`src/rtl/llpm_fifo_buffer.sv`:
```
// Registered FIFO stage between a select vertex and its consumer: breaks the
// a_bp -> x_bp combinational path and absorbs short consumer stalls.
module llpm_fifo_buffer #(
    parameter int Width      = 8,
    parameter int Depth      = 4,
    parameter int CLog2Depth = 2
) (
    input  logic                  clk,
    input  logic                  reset,
    input  logic [Width-1:0]      x,
    input  logic                  x_valid,
    output logic                  x_bp,
    output logic [Width-1:0]      a,
    output logic                  a_valid,
    input  logic                  a_bp,
    output logic [CLog2Depth:0]   count
);

    localparam int CntW = CLog2Depth + 1;
    localparam logic [CLog2Depth:0] FullCnt = CntW'(Depth);

    logic [Width-1:0]      r_mem [Depth];
    logic [CLog2Depth-1:0] r_wr_ptr;
    logic [CLog2Depth-1:0] r_rd_ptr;
    logic [CLog2Depth:0]   r_count;
    logic [CLog2Depth:0]   w_count_next;
    logic                  w_push;
    logic                  w_pop;

    // Status decodes depend only on registered state (and reset), never on x_valid/a_bp.
    assign x_bp    = reset | (r_count == FullCnt);
    assign a_valid = (r_count != {CntW{1'b0}});
    assign a       = r_mem[r_rd_ptr];
    assign count   = r_count;

    assign w_push = x_valid & ~x_bp;
    assign w_pop  = a_valid & ~a_bp;

    // Occupancy next-state: simultaneous push and pop leave it unchanged.
    always_comb begin
        w_count_next = r_count;
        case ({w_push, w_pop})
            2'b10:   w_count_next = r_count + CntW'(1);
            2'b01:   w_count_next = r_count - CntW'(1);
            default: w_count_next = r_count;
        endcase
    end

    // Pointer and occupancy registers; pointers wrap by natural overflow.
    always_ff @(posedge clk) begin
        if (reset) begin
            r_wr_ptr <= {CLog2Depth{1'b0}};
            r_rd_ptr <= {CLog2Depth{1'b0}};
            r_count  <= {CntW{1'b0}};
        end else begin
            if (w_push) begin
                r_wr_ptr <= r_wr_ptr + CLog2Depth'(1);
            end else begin
                r_wr_ptr <= r_wr_ptr;
            end
            if (w_pop) begin
                r_rd_ptr <= r_rd_ptr + CLog2Depth'(1);
            end else begin
                r_rd_ptr <= r_rd_ptr;
            end
            r_count <= w_count_next;
        end
    end

    // Storage array is deliberately not reset; only written on an accepted push.
    always_ff @(posedge clk) begin
        if (w_push) begin
            r_mem[r_wr_ptr] <= x;
        end
    end

endmodule

```
`config.mk`:
```
export PLATFORM = sky130hd
export DESIGN_NAME = llpm_fifo_buffer
export DESIGN_NICKNAME = d
export VERILOG_FILES = /design/src/rtl/llpm_fifo_buffer.sv
export SDC_FILE = /design/constraint.sdc
export NUM_CORES = 1
export LEC_CHECK = 0
export ABC_AREA = 1
export CAP_MARGIN = 10
export CORE_MARGIN = 2
export CORE_UTILIZATION = 38
export CTS_CLUSTER_SIZE = 8
export DETAILED_ROUTE_END_ITERATION = 6
export GPL_TIMING_DRIVEN = 0
export PLACE_DENSITY = 0.55
export SYNTH_ARGS = -nofsm -noshare
export SYNTH_HDL_FRONTEND = slang
export SYNTH_SLANG_ARGS = --single-unit
```
`constraint.sdc`:
```
create_clock -name clk -period 2 [get_ports clk]
set_input_delay 0.4 -clock clk [delete_from_list [all_inputs] [get_ports clk]]
set_output_delay 0.4 -clock clk [all_outputs]
set_load 0.005 [all_outputs]
```
==> results of run 1 <==
==> path summary, 6_finish.rpt <==
check | startpoint | to | slack [ns] | depth (start not counted)
worst min-delay path | r_rd_ptr[1] | flop | 0.50 | 2
worst max register to register | count[1] | count[2] | 0.20 | 13
worst max-delay path | flop | a[6] | 0.13 | 6
worst min register to register | r_rd_ptr[1] | flop | 0.50 | 2
==> area by class of cell <==
type                            instances  area share
Inverter                               20     0.03672
Clock buffer                            7     0.04934
Clock inverter                          1    0.003442
Buffer                                  2     0.01205
Timing Repair Buffer                   29      0.1222
Multi-Input combinational cell         84      0.2203
Tap cell                               52     0.02983
Sequential cell                        41      0.5261
==> cell families after synthesis <==
logic type | Yosys count
AND/OR/NAND/NOR | 48
flip-flops | 41
AO/OA/AOI/OAI | 30
buffers and inverters | 22
adder cells (fa/ha/maj) | 6
==> sequential cells by signal, indices dropped and copies added, names as in the netlist, named ones only <==
name,flops
r_rd_ptr,2
r_wr_ptr,2
count,3
r_mem,32
==> worst min-delay path: cells and delay by family (launching register included) <==
family             cells  cell delay (ns)
and+or+nand+nor        1             0.06
DFF                    1             0.33
AOI/OAI and AO/OA      1             0.07
==> cell usage in the layout, fill, tap and decap left out, types with 5 or more instances in the layout <==
| cell type | count |
|---|---|
| sky130_fd_sc_hd__buf_4 | 5 |
| sky130_fd_sc_hd__clkbuf_8 | 6 |
| sky130_fd_sc_hd__clkdlybuf4s50_1 | 15 |
| sky130_fd_sc_hd__dfxtp_1 | 6 |
| sky130_fd_sc_hd__dlygate4sd2_1 | 9 |
| sky130_fd_sc_hd__edfxtp_1 | 32 |
| sky130_fd_sc_hd__ha_1 | 5 |
| sky130_fd_sc_hd__inv_1 | 16 |
| sky130_fd_sc_hd__nand2_1 | 12 |
| sky130_fd_sc_hd__nor2_1 | 23 |
| sky130_fd_sc_hd__o21ai_0 | 14 |
| sky130_fd_sc_hd__o22ai_1 | 8 |
==> layer usage <==
metal  vias up  track usage  wire, um  part of all wire
met5         -            0         0                 0
met4         0      0.05660        57             0.017
met3         7      0.05063       185             0.055
met2        27       0.2407      1640              0.49
met1       545       0.1597      1464              0.44
li1        573            -         -                 -
==> power breakdown <==
part,switching (W),internal [W]
registers,0.0000687,0.00100
clock network,0.000289,0.000355
logic,0.000399,0.000376
==> per-stage QoR <==
stage,worst slack (ns),cells
finish,0.1321,236
global route,0.02941,236
CTS,0.07043,234
detailed placement,-0.4954,223
global placement,-0.4213,223
floorplan,0.2559,147
==> timing repair <==
item | 4_1_cts | 5_1_grt
pin swaps | 0 | 0
setup endpoints to repair | 11 | 2
resized for setup | 16 | 1
cloned | 0 | 0
setup buffers | 3 | 2
endpoints found under the hold margin | 0 | 0
hold buffers | 0 | 0
==> load_flow_metrics.sql, run 1 <==
INSERT INTO impl_metrics (metric_group, metric, value, unit) VALUES
('run_status', 'status', 'completed', ''),
('timing', 'timing.fmax', '0.5354', 'GHz'),
('synth', 'netlist_top_cells_count', 'sky130_fd_sc_hd__edfxtp_1 (32), sky130_fd_sc_hd__nor2_1 (23), sky130_fd_sc_hd__inv_1 (17)', ''),
('power', 'vdd_drop_max', '0.5761', 'mV'),
('synth', 'share_of_synthesized_registers_carrying_an_async_set_or_reset', '0', ''),
('synth', 'xor_xnor_share_of_the_synthesized_area', '0', ''),
('clock_tree', 'htreeDepth', '2', ''),
('clock_tree', 'total_cts_buffers', '5', ''),
('placement', 'buffer_ports.inserted', '24', ''),
('clock_tree', 'max-clock-path-buffers', '2', ''),
('critical_path', 'crit_path_max_fanout', '7', ''),
('floorplan', 'core-area', '4354', 'um2'),
('floorplan', 'dieHeight', '71.26', 'um'),
('global_routing', 'grt_antenna_before_repair', '0', ''),
('global_routing', 'pin_count_of_the_biggest_net_entering_global_routing', '14', ''),
('critical_path', 'critPathRequiredTime', '1.60', 'ns'),
('placement', 'dpl.hpwl', '2240', 'um'),
('routing', 'num_vias', '1152', ''),
('critical_path', 'largest_delay_contributor_family_on_the_critical_path', 'buffers and inverters', ''),
('synth', 'synth-compound-area-share', '0.09753', ''),
('clock_tree', 'cts_tree', 'yes', ''),
('floorplan', 'die_w', '71.26', 'um'),
('synth', 'netlist-cell-type-count', '22', ''),
('min_path', 'hold_path_class', 'reg2reg', ''),
('global_routing', 'via_count_of_the_first_global_routing_pass', '1139', ''),
('timing', 'timing.final.hold_violations', '0', ''),
('layout', 'final_nets', '201', ''),
('floorplan', 'effective_utilization_at_floorplan', '0.3948', ''),
('critical_path', 'cp_cell_sequence', 'inv_2, buf_8, buf_4, nor2_1, o22ai_1, dlygate4sd2_1', ''),
('critical_path', 'critPathSlowestCell', 'sky130_fd_sc_hd__dfxtp_4', ''),
('floorplan', 'die_area', '5078', 'um2'),
('critical_path', 'cp_slowest_stage_delay', '0.36', 'ns'),
('clock_tree', 'clk_root_buffer_cell', 'sky130_fd_sc_hd__clkbuf_8', ''),
('routing', 'total_wire_length_after_detailed_routing', '3347', 'um'),
('timing', 'relSlewSlack', '0.4645', ''),
('timing', 'drv_slew', '0', ''),
('timing', 'timing_worst_slew_pin_value', '0.8002', 'ns'),
('floorplan', 'boundaryPins', '25', ''),
('routing', 'route.antenna.remaining_nets', '0', ''),
('synth', 'synth-edff-count', '32', ''),
('layout', 'multi_input_area', '480.5', 'um2'),
('timing', 'final_count_of_negative_setup_slack_endpoints', '0', ''),
('synth', 'muxShareOfSynthArea', '0', ''),
('layout', 'syn2layout_area_growth', '26.86', '%'),
('synth', 'count_of_synthesis_stage_warnings_from_yosys', '0', ''),
('layout', 'final_area', '2181', 'um2'),
('synth', 'post-synth-top-count-cell', 'sky130_fd_sc_hd__edfxtp_1', ''),
('routing', 'detail_route.drc_violations', '0', ''),
('synth', 'syn_nets', '165', ''),
('global_routing', 'grt.overflow.total', '0', ''),
('synth', 'post-synth-top-area-cell', 'sky130_fd_sc_hd__edfxtp_1', ''),
('critical_path', 'worst_setup_path_end_kind', 'output pin', ''),
('routing', 'route.detailed.vias_per_inst', '4.881', ''),
('timing', 'clock-skew-final', '0.002261', 'ns'),
('layout', 'drive_gt1_frac', '0.1739', ''),
('timing', 'finalWorstPathRequiredPeriod', '1.868', 'ns'),
('run', 'max_cap_violations', '0', ''),
('critical_path', 'worst-path-buf-inv', '4', ''),
('timing', 'fin_tns_setup', '0', 'ns'),
('synth', 'postSynthRegisterBits', '41', ''),
('critical_path', 'cp.arrival', '1.47', 'ns'),
('timing', 'rsz0062_at_grt', 'false', ''),
('power', 'total_leakage_power', '0.8294', 'nW'),
('timing', 'fin_worst_hold_slack', '0.4991', 'ns'),
('synth', 'syn_area_per_cell', '11.69', 'um2'),
('placement', 'routabilityCongestion', '0.7175', ''),
('layout', 'antenna_cells', '0', ''),
('timing', 'period_share', '0.9340', ''),
('placement', 'place_area', '2024', 'um2'),
('synth', 'synthAdderAreaFrac', '0.04803', ''),
('power', 'power_density', '1142', 'nW/um2');
No activity file was read; power rests on OpenSTA's default activity.
==> run 2, diff against run 1 <==
Settings changed: GPL_ROUTABILITY_DRIVEN from default to 0.
==> results of run 2 <==
The final DEF is identical to that of run 1; final timing and power are the same.
==> edit: new RTL, flow settings as in run 1 <==
Change the parameter `CLog2Depth` from 2 to 1.
--- a/src/rtl/llpm_fifo_buffer.sv
+++ b/src/rtl/llpm_fifo_buffer.sv
@@ -4,5 +4,5 @@
     parameter int Width      = 8,
     parameter int Depth      = 4,
-    parameter int CLog2Depth = 2
+    parameter int CLog2Depth = 1
 ) (
     input  logic                  clk,
Ports: changed (resized count); port bits go from 25 to 24. No check against the original RTL was run, so the function may have changed too.
==> edit against run 1 <==
- power fell by 66%
- clock power is 70% lower
- routed wire length decreased by 60%
- critical path type is now input pin to primary output
- critical endpoint is now x_bp
- combinational power fell by 78%
- area after synthesis fell by 50%
- final area down 45%
- sequential cell count fell by 20
- largest power group unchanged
- critical path depth down 2
- worst hold slack better by 0.014 ns
- setup slack lost 0.051 ns
==> edit: results (changes against run 1) <==
status completed; DP Wirelength 975 µm (-56%); non-filler cells, final 124 (-47%); skew final 0.00436 ns (+0.00210 ns); vias in the first global route 464 (-59%); Adder-Cell Fraction of Synth Area 1.46% (-3.3 points); CP arrival 1.52 ns (+0.05 ns); CTS HTree Levels 1 (-1); Synth cell types 19 (-14%); CTS Root Cell clkbuf_4; IO buf count 23 (-4.2%); syn nets 79 (-52%); Synth Area in Compound Gates 2.18% (-7.6 points); clock slew at reported path FFs 0.11 ns (+0.03 ns); Inserted Diodes 0 (unchanged); Most flops, register r_mem; Crit-path slowest cell clkdlybuf4s50_1; Nets 110 (-45%); worst-case vdd ir drop 489 µV (-15%); synth top area cells edfxtp_1 (56%), dfxtp_1 (12%), mux2_2 (7.9%); Synth Area per Inst 13.0 µm² (+11%); First-pass DRT Iterations 4 (unchanged); Seq/Total Area, Yosys 67.5% (+1.2 points); Post-Synth XOR/XNOR Area 0% (unchanged); 1st-iter DRT viols 6 (-89%); top cells by count, synth edfxtp_1 (16), nor2_1 (8), inv_1 (7), nand2_1 (7), mux2_2 (6); via count 549 (-52%); first-pass GRT wire length 2.08 mm (-61%); largest delay contributor family on the critical path buffers and inverters; mux cell area share after synthesis 10.5% (+10 points); relative slew slack 50.0% (+3.5 points); Largest register FFs 16 (-50%); GRT Total Usage 11.3% (-2.8 points); total number of yosys warnings 0 (unchanged); layout cells sized above 1 25.0% (+7.6 points); slowest stage delay, CP 0.50 ns (+0.14 ns); clock latency on the worst-skew pair 0.30 ns; routability-driven placement congestion ratio 0.649 (-9.6%); Leakage 0.000482 µW (-42%); Clock Path Buffers 2 (unchanged); Async SR Flop Fraction 0% (unchanged); dominant synthesized flop cell edfxtp_1; Hold Path Class flip-flop to flip-flop; number of enable flip-flop cells after synthesis 16 (-50%); Wirelength per Cell 10.7 µm (-24%); cts bufs inserted 3 (-2); pin count of the biggest net entering global routing 13 (-1)
-- edit: per-layer routing --
layer  up-vias  part of all wire, %  track usage, %
met4         0                  2.4            9.21
li1        285                    -               -
met3         4                  5.2            2.59
met5         -                    0               0
met1       242                   48            15.5
met2        18                   44            15.0
-- edit: what timing repair did --
item / in CTS / in global routing
buffers inserted: 0 / 3
gates resized for setup: 2 / 5
endpoints found under the setup margin: 8 / 8
-- edit: cells by family after synthesis --
family | after synthesis
adder cells (fa/ha/maj) | 1
multiplexers | 8
buffers and inverters | 12
AND/OR/NAND/NOR | 21
AO/OA/AOI/OAI | 3
flip-flops | 21
-- edit: cell type report --
class | count | area, µm²
fill | 199 | 977
inverter | 11 | 42.5
clock inverter | 1 | 5.00
sequential | 21 | 582
timing repair buffer | 26 | 263
clock buffer | 3 | 22.5
tap | 28 | 35.0
buffer | 1 | 11.3
multi-input combinational | 33 | 231
-- edit: worst paths after layout --
path	from	endpoint	slack, ns	cells past startpoint
min reg2reg	r_rd_ptr	r_rd_ptr	0.51	2
max	reset	x_bp	0.08	4
min	r_rd_ptr	r_rd_ptr	0.51	2
max reg2reg	count[0]	r_mem[0][3]	0.40	4
-- edit: worst register-to-register path, stage by stage, from the launching register on --
cell and delay, ns:
dfxtp_1 0.40, inv_2 0.08, nand2_4 0.11, nand3_4 0.08, nor2_1 0.58
-- edit: power by group --
group          total, µW  internal (µW)  switching [µW]
Combinational        169            100            69.0
Sequential           495            486            9.12
Clock                195           74.5             120
-- edit: metrics by stage --
step                      cell area, µm²  setup WS (ns)  power [µW]
after floorplan                      860          0.641         583
after global placement              1120       -0.00866         663
after detailed placement            1120        -0.0503         666
after CTS                           1160        0.00651         863
after global routing                1190        0.00406         919
final                               1190         0.0810         859
